## src/rtl/stream_mux_nto1_pkg.sv

```systemverilog
// ============================================================================
//  Module   : stream_mux_nto1_pkg
//  Brief    : Shared constants and width helper for the N-to-1 stream mux.
//  Revision : 1.0  initial release
// ============================================================================
`default_nettype none

package stream_mux_nto1_pkg;

    localparam int c_mode_sel = 0;
    localparam int c_mode_rr  = 1;

    // Index width for n channels; never below one bit so a 1-bit select exists.
    function automatic int clog2_min1(input int n);
        int w;
        w = 1;
        while ((1 << w) < n) begin
            w = w + 1;
        end
        return w;
    endfunction

endpackage

`default_nettype wire

```

## src/rtl/stream_mux_nto1_rr_arbiter.sv

```systemverilog
// ============================================================================
//  Module   : rr_arbiter
//  Brief    : Combinational round-robin pick, searching upward from ptr+1.
//  Revision : 1.0  initial release
// ============================================================================
`default_nettype none

module rr_arbiter #(
    parameter int CHANNELS = 4,
    parameter int SELW     = 2
) (
    input  logic [CHANNELS-1:0] req_i,
    input  logic [SELW-1:0]     ptr_i,
    output logic [CHANNELS-1:0] grant_o,
    output logic [SELW-1:0]     idx_o,
    output logic                any_o
);

    logic            w_found;
    logic [SELW-1:0] w_k;

    always_comb begin
        grant_o = '0;
        idx_o   = '0;
        w_found = 1'b0;
        w_k     = '0;
        for (int i = 1; i <= CHANNELS; i++) begin
            w_k = SELW'((int'(ptr_i) + i) % CHANNELS);
            if (!w_found && req_i[w_k]) begin
                w_found        = 1'b1;
                idx_o          = w_k;
                grant_o[w_k]   = 1'b1;
            end
        end
    end

    assign any_o = w_found;

endmodule

`default_nettype wire

```

## src/rtl/stream_mux_nto1.sv

```systemverilog
// ============================================================================
//  Module   : stream_mux_nto1
//  Brief    : N-to-1 valid/ready selector with one registered output stage.
//  Revision : 1.0  initial release
// ============================================================================
`default_nettype none

module stream_mux_nto1
    import stream_mux_nto1_pkg::*;
#(
    parameter  int WIDTH    = 32,
    parameter  int CHANNELS = 4,
    parameter  int MODE     = c_mode_sel,
    localparam int SELW     = clog2_min1(CHANNELS)
) (
    input  logic                      clk_i,
    input  logic                      rst_i,
    input  logic [CHANNELS-1:0]       valid_i,
    input  logic [CHANNELS*WIDTH-1:0] data_i,
    output logic [CHANNELS-1:0]       ready_o,
    input  logic [SELW-1:0]           sel_i,
    output logic                      valid_o,
    output logic [WIDTH-1:0]          data_o,
    output logic [SELW-1:0]           grant_o,
    input  logic                      ready_i
);

    localparam int c_padn = 1 << SELW;

    logic                r_valid;
    logic [WIDTH-1:0]    r_data;
    logic [SELW-1:0]     r_grant;

    logic                w_can_load;
    logic                w_load;
    logic                w_chosen_any;
    logic [SELW-1:0]     w_chosen_idx;
    logic [CHANNELS-1:0] w_chosen_1h;
    logic [WIDTH-1:0]    w_chosen_data;

    assign w_can_load = !r_valid || ready_i;
    assign w_load     = w_can_load && w_chosen_any;

    generate
        if (MODE == c_mode_rr) begin : g_rr
            logic [SELW-1:0] r_ptr;
            logic            w_sel_unused;

            assign w_sel_unused = ^sel_i;

            rr_arbiter #(
                .CHANNELS (CHANNELS),
                .SELW     (SELW)
            ) u_arb (
                .req_i    (valid_i),
                .ptr_i    (r_ptr),
                .grant_o  (w_chosen_1h),
                .idx_o    (w_chosen_idx),
                .any_o    (w_chosen_any)
            );

            // Pointer only advances on an accepted word, so stalls keep fairness.
            always_ff @(posedge clk_i or negedge rst_i) begin
                if (!rst_i) begin
                    r_ptr <= SELW'(CHANNELS - 1);
                end else if (w_load) begin
                    r_ptr <= w_chosen_idx;
                end
            end
        end else begin : g_sel
            // Zero-padded so out-of-range selects read as "not valid".
            logic [c_padn-1:0] w_valid_pad;

            always_comb begin
                w_valid_pad                 = '0;
                w_valid_pad[CHANNELS-1:0]   = valid_i;
            end

            assign w_chosen_idx = sel_i;
            assign w_chosen_any = w_valid_pad[sel_i];

            always_comb begin
                w_chosen_1h = '0;
                for (int k = 0; k < CHANNELS; k++) begin
                    w_chosen_1h[k] = w_chosen_any && (sel_i == SELW'(k));
                end
            end
        end
    endgenerate

    always_comb begin
        w_chosen_data = '0;
        for (int k = 0; k < CHANNELS; k++) begin
            if (w_chosen_1h[k]) begin
                w_chosen_data = w_chosen_data | data_i[k*WIDTH +: WIDTH];
            end
        end
    end

    assign ready_o = w_chosen_1h & valid_i & {CHANNELS{w_can_load && rst_i}};

    always_ff @(posedge clk_i or negedge rst_i) begin
        if (!rst_i) begin
            r_valid <= 1'b0;
            r_data  <= '0;
            r_grant <= '0;
        end else if (w_load) begin
            r_valid <= 1'b1;
            r_data  <= w_chosen_data;
            r_grant <= w_chosen_idx;
        end else if (ready_i) begin
            r_valid <= 1'b0;
        end
    end

    assign valid_o = r_valid;
    assign data_o  = r_data;
    assign grant_o = r_grant;

endmodule

`default_nettype wire
```

## config.mk

```make
export PLATFORM = sky130hd
export DESIGN_NAME = stream_mux_nto1
export DESIGN_NICKNAME = d
export VERILOG_FILES = /design/src/rtl/stream_mux_nto1_pkg.sv /design/src/rtl/stream_mux_nto1_rr_arbiter.sv /design/src/rtl/stream_mux_nto1.sv
export SDC_FILE = /design/constraint.sdc
export NUM_CORES = 1
export LEC_CHECK = 0
export ABC_AREA = 1
export BUFFER_PORTS_ARGS = -buffer_cell sky130_fd_sc_hd__buf_4
export CAP_MARGIN = 20
export CORE_MARGIN = 5
export CORE_UTILIZATION = 34
export CTS_CLUSTER_SIZE = 25
export DETAILED_ROUTE_END_ITERATION = 8
export GPL_TIMING_DRIVEN = 0
export PLACE_DENSITY = 0.66
export SYNTH_ARGS = -nofsm -noshare
export SYNTH_HDL_FRONTEND = slang
export SYNTH_HIERARCHICAL = 1
export SYNTH_SLANG_ARGS = --single-unit
```

## constraint.sdc

```tcl
create_clock -name clk_i -period 2.29 [get_ports clk_i]
set_clock_uncertainty 0.15 [all_clocks]
set_input_delay 0.229 -clock clk_i [delete_from_list [all_inputs] [get_ports clk_i]]
set_output_delay 0.229 -clock clk_i [all_outputs]
set_load 0.005 [all_outputs]
```

==> results of run 1 <==
registers in the layout (all words and copies together), names as in the netlist:
name	flops
grant_o	2
data_o	32
valid_o	1
power groups by stage:
stage	clock network (mW)	registers, mW	logic, mW
after floorplan	0	0.808	0.285
after global placement	0	0.802	0.755
after detailed placement	0	0.805	0.763
after CTS	0.689	0.796	0.766
after global routing	0.714	0.810	0.849
final	0.668	0.797	0.754
per-layer routing:
metal	global-route usage	vias up	routed length [um]
met2	0.353	133	5110
li1	-	1874	-
met4	0.0542	0	153
met3	0.0478	13	819
met1	0.258	1607	4360
met5	0	-	0
cell families after synthesis:
logic type / synth area share
AOI/OAI and AO/OA: 0.00666
buffers and inverters: 0.179
DFF: 0.311
and+or+nand+nor: 0.503
layout make-up:
cell class              count  area (um2)
plain buffers              30         129
clock buffers               5        68.8
clock inverters             3        67.6
fillers                   865        3740
inverters                 100         375
multi-input cells         347        1440
flip-flops and latches     35         876
well taps                 105         131
repair buffers            174        1310
worst min-delay path, stage by stage:
cell     delay (ps)
buf_4            80
nor2_1           50
inv_1           110
nand2_1          70
worst min-delay path by stage:
stage                  from         end  slack (ps)  depth (start not counted)
floorplan             rst_i   data_o[0]        -220                          0
global placement      rst_i  grant_o[0]          70                          1
detailed placement    rst_i  grant_o[0]          70                          1
CTS                 ready_i     valid_o         130                          4
global route        ready_i     valid_o         150                          4
finish              ready_i     valid_o         140                          4
cells in the final DEF (no fill, tap or decap), drive strengths merged:
cell         Yosys  layout
a21oi            1       1
buf             18     191
bufinv           0       2
clkbuf          12      17
clkinv           1       1
clkinvlp         0       1
dfrtp           35      35
dlygate4sd3      0       1
inv             99      99
nand2          175     175
nand3           35      35
nand4           32      32
nor2           102     102
o21ai            2       2
stage by stage:
step / setup slack, ps / cells / util / power [mW] / hold slack, ps
2_1_floorplan: 908 / 512 / - / 1.09 / -217
3_3_place_gp: 374 / 790 / 0.522 / 1.56 / 67.8
3_5_place_dp: 341 / 790 / 0.522 / 1.57 / 71.6
4_1_cts: 242 / 799 / 0.540 / 2.25 / 127
5_1_grt: 137 / 799 / 0.540 / 2.37 / 148
6_report: 279 / 799 / 0.540 / 2.22 / 143
==> metrics.md, run 1 <==
| Metric | Value |
|---|---|
| Die width | `roughly 100 um` |
| I/O Pins | `roughly 180` |
| Fin nets | `just over 800` |
| Vias in the first global route | `approximately 3600` |
| Crit-path cells | `dlygate4sd3_1 -> buf_4 -> nand2_1 -> nor2_1 -> buf_4` |
| FFs w/ async S/R, synth | `1.00` |
| Commonest cells post-synth | `174 x nand2_1, 102 x nor2_1, 99 x inv_1` |
| Post-CTS Resized | `0` |
| Initial antenna violation count | `0` |
| Sw frac | `0.297` |
| F_max | `497 MHz` |
| Synth top area cells | `dfrtp_1 31%, nand2_1 23%, nor2_1 14%, inv_1 13%, nand4_1 7.1%` |
| Die height | `slightly above 100 um` |
| Unrepaired setup endpoints after global routing | `false` |
| Sw power | `roughly 0.66 mW` |
| Pleak | `between 2 and 3 nW` |
| Seq cells post-synth | `35` |
| Worst IR Drop VDD | `about 0.00027 V` |
| 1st-pass router iterations | `5` |
| Cells after synthesis | `512` |
| Distinct cell type count after synthesis | `13` |
| CP Capture Type | `primary output` |
| Setup TNS | `0 ps` |
| Worst path depth | `5` |
| Post-CTS Setup Bufs | `0` |
| GRT overflow | `0` |
| Die Area | `about 10000 um2` |
| Gate power share | `0.340` |
| Detailed Route Iter0 Violations | `~120` |
| Family with the most delay on the worst path | `buffers and inverters` |
| CTS Buf Count | `5` |
| Gr usage total | `0.206` |
| # DRC | `0` |
| First-pass GRT wire length | `between 15000 and 20000 um` |
| Area after DPL | `4250 um2` |
| WL per Instance | `between 10 and 15 um` |
| Number of warnings issued by yosys | `6` |
| Clk sink count | `35` |
| Critical path origin | `rst_i` |
| EDFF count, synth | `0` |
| RD Place Congestion | `roughly 0.88` |
| Hold Path Class | `in2reg` |
| Slew @ Worst Pin | `just over 600 ps` |
| Clock-pin slew on the worst setup and hold paths | `approximately 70 ps` |
| Status | `completed` |
| Critical Path Sink | `ready_o[1]` |
| Synthesized area | `2820 um2` |
| Cts hold-fix bufs | `1` |
| Length in cells of the worst reg-to-reg path | `7` |
| Pin count of the biggest net entering global routing | `37` |
| Setup violations, final | `0` |
| Reg-to-Reg Start | `valid_o` |
| Crit-path max FO | `36` |
| Final WL | `approximately 10000 um` |
| Row cnt | `33` |
| Reg2reg end | `data_o[25]` |
| Tmin final | `2010 ps` |
| Share of layout cells above drive strength 1 | `0.282` |
| Clk buf depth | `2` |
| Worst Path Required | `1910 ps` |
| CP max stage cell | `dlygate4sd3_1` |
| Design area | `between 4000 and 5000 um2` |
| N_diodes | `0` |
| Root Buffer | `clkbuf_8` |
| Top-count cell post-synth | `nand2_1` |
| Crit path launch type | `input pin` |
| Clock latency at the later pin of the worst-skew pair | `between 200 and 300 ps` |
| Vias | `approximately 3600` |
| CP dominant cell by count | `buf_4` |
| Max-Cap Viols | `0` |
| Core region area | `around 8100 um2` |
| Syn Nets | `between 600 and 700` |
| Largest area contributor in the netlist | `dfrtp_1` |
| Arrival time at the worst endpoint | `between 1500 and 2000 ps` |
| H-tree levels | `2` |
| CP peak stage delay | `between 500 and 600 ps` |
| Reg-to-reg slack, setup | `780 ps` |
| Int Pwr | `1.56 mW` |
| Starting Density | `0.346` |
| Post-route ant nets | `0` |
| Post-synth top area share | `0.311` |
| Sequential element share of the synthesized area | `0.311` |
| Clock power share | `0.301` |
| Power Dens Cells | `505 nW/um2` |
| Crit Path Class | `in2out` |
| CTS tree | `done` |
| Slew headroom | `0.587` |
| Crit share post-route | `0.878` |
| Fin. Hold Viols | `0` |
| Ys flop type | `dfrtp_1` |
| Area growth, synth to finish | `56.0%` |
| Via density | `between 4 and 5` |
| WP buf/inv | `3` |
| Port Buffers | `around 170` |
| Fin. max-slew vios | `0` |
| Mean area per synthesized cell | `around 5.5 um2` |
| Flop pwr share | `0.359` |
| HPWL Detailed | `about 8100 um` |
(Power assumes the default switching activity.)
==> inputs of run 2 (changes only) <==
Settings changed: PLACE_DENSITY 0.66 to 0.77.
==> run 2 against run 1 <==
Total power shrank 4.2%. Combinational power is essentially flat. Sequential cell count unchanged. Die area unchanged. Utilization shrank 0.23 points. Non-clock buffer count did not move. Sequential share of layout area up 0.086 points.
==> metrics.md, run 2 (synthesized netlist as in run 1, its figures left out) <==
| Metric | Value |
|---|---|
| Share of layout cells above drive strength 1 | `0.282 (unchanged)` |
| Area taken by multi-input logic gates | `1440 um2 (unchanged)` |
| CP peak stage delay | `530 ps (about the same)` |
| Filler Cell Count | `867 (+0.23%)` |
| Clk buf depth | `2 (unchanged)` |
| CTS Buf Count | `5 (unchanged)` |
| Die width | `101 um (unchanged)` |
| Unrepaired setup endpoints after global routing | `false` |
| Max-Cap Viols | `0 (unchanged)` |
| 1st-pass router iterations | `5 (unchanged)` |
| Vias in the first global route | `3545 (-1.7%)` |
| Clock-pin slew on the worst setup and hold paths | `70 ps (about the same)` |
| Hold Slack | `116 ps (-27.2 ps)` |
| Reg2reg end | `data_o[26]` |
| Fin. Hold Viols | `0 (unchanged)` |
| Sw frac | `0.305 (+0.00760)` |
| Flop pwr share | `0.374 (+0.015)` |
| Setup TNS | `0 ps (unchanged)` |
| Pin count of the biggest net entering global routing | `37 (unchanged)` |
| Die Area | `10200 um2 (unchanged)` |
| Starting Density | `0.346 (unchanged)` |
| Clock latency at the later pin of the worst-skew pair | `280 ps (about the same)` |
| RD Place Congestion | `0.910 (+3.0%)` |
| CTS tree | `done` |
| Power Dens Cells | `486 nW/um2 (-3.8%)` |
| Reg-to-reg slack, setup | `820 ps (+40 ps)` |
| Area growth, synth to finish | `55.3%` |
| Post-route ant nets | `0 (unchanged)` |
| Pleak | `2.79 nW (-0.11%)` |
| N_diodes | `0 (unchanged)` |
| # DRC | `0 (unchanged)` |
| Row cnt | `33 (unchanged)` |
| Worst IR Drop VDD | `0.000317 V (+16%)` |
| Worst Hold Launch | `ready_i` |
| Setup violations, final | `0 (unchanged)` |
| Gate power share | `0.355 (+0.015)` |
| Area after DPL | `4250 um2 (unchanged)` |
| Most frequent cells in the layout | `174 x nand2_1, 173 x buf_4, 102 x nor2_1` |
| Fin. max-slew vios | `0 (unchanged)` |
| Core region area | `8130 um2 (unchanged)` |
| Family with the most delay on the worst path | `buffers and inverters` |
| HPWL Detailed | `8270 um (+1.6%)` |
| Crit-path max FO | `36 (unchanged)` |
| Slew @ Worst Pin | `591 ps (-28.5 ps)` |
| Reg-to-Reg Start | `valid_o` |
| Largest register FFs | `32 (unchanged)` |
| Length in cells of the worst reg-to-reg path | `7 (unchanged)` |
| WL per Instance | `13.2 um (+0.65%)` |
| First-pass GRT wire length | `16600 um (-2.1%)` |
| Final WL | `10500 um (+0.65%)` |
| Sw power | `0.648 mW (-1.8%)` |
| Crit Path Class | `in2out` |
| Worst hold path depth | `4 (unchanged)` |
| Initial antenna violation count | `0 (unchanged)` |
| Worst Path Required | `1910 ps (about the same)` |
| GRT overflow | `0 (unchanged)` |
| Slew headroom | `0.606 (+0.0190)` |
| WP buf/inv | `3 (unchanged)` |
| F_max | `497 MHz (-0.10%)` |
| Tmin final | `2010 ps (+2.11 ps)` |
| Clock power share | `0.271 (-0.030)` |
| Fin nets | `830 (unchanged)` |
| CP Capture Type | `primary output` |
| Clk sink count | `35 (unchanged)` |
| Via density | `4.52 (-0.52%)` |
| FF/Latch Area | `876 um2 (unchanged)` |
| Commonest non-fill, non-tap cell in the layout | `nand2_1` |
| I/O Pins | `176 (unchanged)` |
| Post-CTS Setup Bufs | `0 (unchanged)` |
| Gr usage total | `0.202 (-0.00325)` |
| Design area | `4370 um2 (-0.43%)` |
| Crit-path cells | `dlygate4sd3_1 -> buf_4 -> nand2_1 -> nor2_1 -> buf_4` |
| Port Buffers | `173 (unchanged)` |
| H-tree levels | `2 (unchanged)` |
| Die height | `101 um (unchanged)` |
| CP dominant cell by count | `buf_4` |
| Arrival time at the worst endpoint | `1630 ps (about the same)` |
| Vias | `3608 (-0.52%)` |
| Min-Delay Endpoint | `valid_o` |
| Status | `completed` |
| CP max stage cell | `dlygate4sd3_1` |
| Crit share post-route | `0.879 (+0.000922)` |
| Detailed Route Iter0 Violations | `162 (+38%)` |
| Root Buffer | `clkbuf_8` |
| Hold Path Class | `in2reg` |
| Int Pwr | `1.48 mW (-5.3%)` |
| Crit path launch type | `input pin` |
## run 2: cell types whose count changed in the layout (fill, tap and decap cells not counted), sizes merged
cell / before / now
clkinv: 1 / 2
bufinv: 2 / 1
clkinvlp: 1 / 0
clkbuf: 17 / 18
## run 2: worst min-delay path: cells and delay by family
kind          cells  cell delay, ps
buf+inv           2             170
simple gates      2             110
## run 2: final cells by class
| class | count | share of cell area |
|---|---|---|
| Sequential cell | 35 | 0.200 |
| Clock buffer | 6 | 0.0189 |
| Multi-Input combinational cell | 347 | 0.328 |
| Buffer | 30 | 0.0295 |
| Inverter | 100 | 0.0858 |
| Clock inverter | 2 | 0.00801 |
| Timing Repair Buffer | 174 | 0.299 |
| Tap cell | 105 | 0.0300 |
## run 2: worst max-delay path by stage
stage	start	depth (start not counted)	to	slack [ps]
2_1_floorplan	sel_i[0]	5	ready_o[0]	910
3_3_place_gp	sel_i[0]	7	ready_o[0]	420
3_5_place_dp	sel_i[0]	7	ready_o[0]	330
4_1_cts	rst_i	5	ready_o[0]	210
5_1_grt	rst_i	5	ready_o[0]	100
6_report	rst_i	5	ready_o[0]	280
## run 2: power by group through the flow
stage               clock [mW]  sequential [mW]  combinational (mW)
detailed placement           0            0.806               0.757
CTS                      0.594            0.797               0.762
global placement             0            0.802               0.746
global route             0.619            0.811               0.841
finish                   0.576            0.796               0.754
floorplan                    0            0.808               0.285
## run 2: repair_timing
action,4_1_cts,5_1_grt
resized for setup,0,0
hold buffers,1,0
endpoints found under the hold margin,35,0
## run 2: metrics by stage
stage | utilization | instances | power [mW] | worst slack, ps
6_report | 0.538 | 799 | 2.13 | 277
3_3_place_gp | 0.522 | 790 | 1.55 | 423
2_1_floorplan | - | 512 | 1.09 | 908
5_1_grt | 0.538 | 799 | 2.27 | 101
4_1_cts | 0.538 | 799 | 2.15 | 209
3_5_place_dp | 0.522 | 790 | 1.56 | 328
## run 2: per-layer routing
metal / GRT usage / vias up / share of wire / routed length (um)
met2: 0.343 / 154 / 0.48 / 5020
met5: 0 / - / 0 / 0
met1: 0.259 / 1572 / 0.42 / 4400
li1: - / 1872 / - / -
met3: 0.0478 / 10 / 0.093 / 977
met4: 0.0491 / 0 / 0.011 / 118
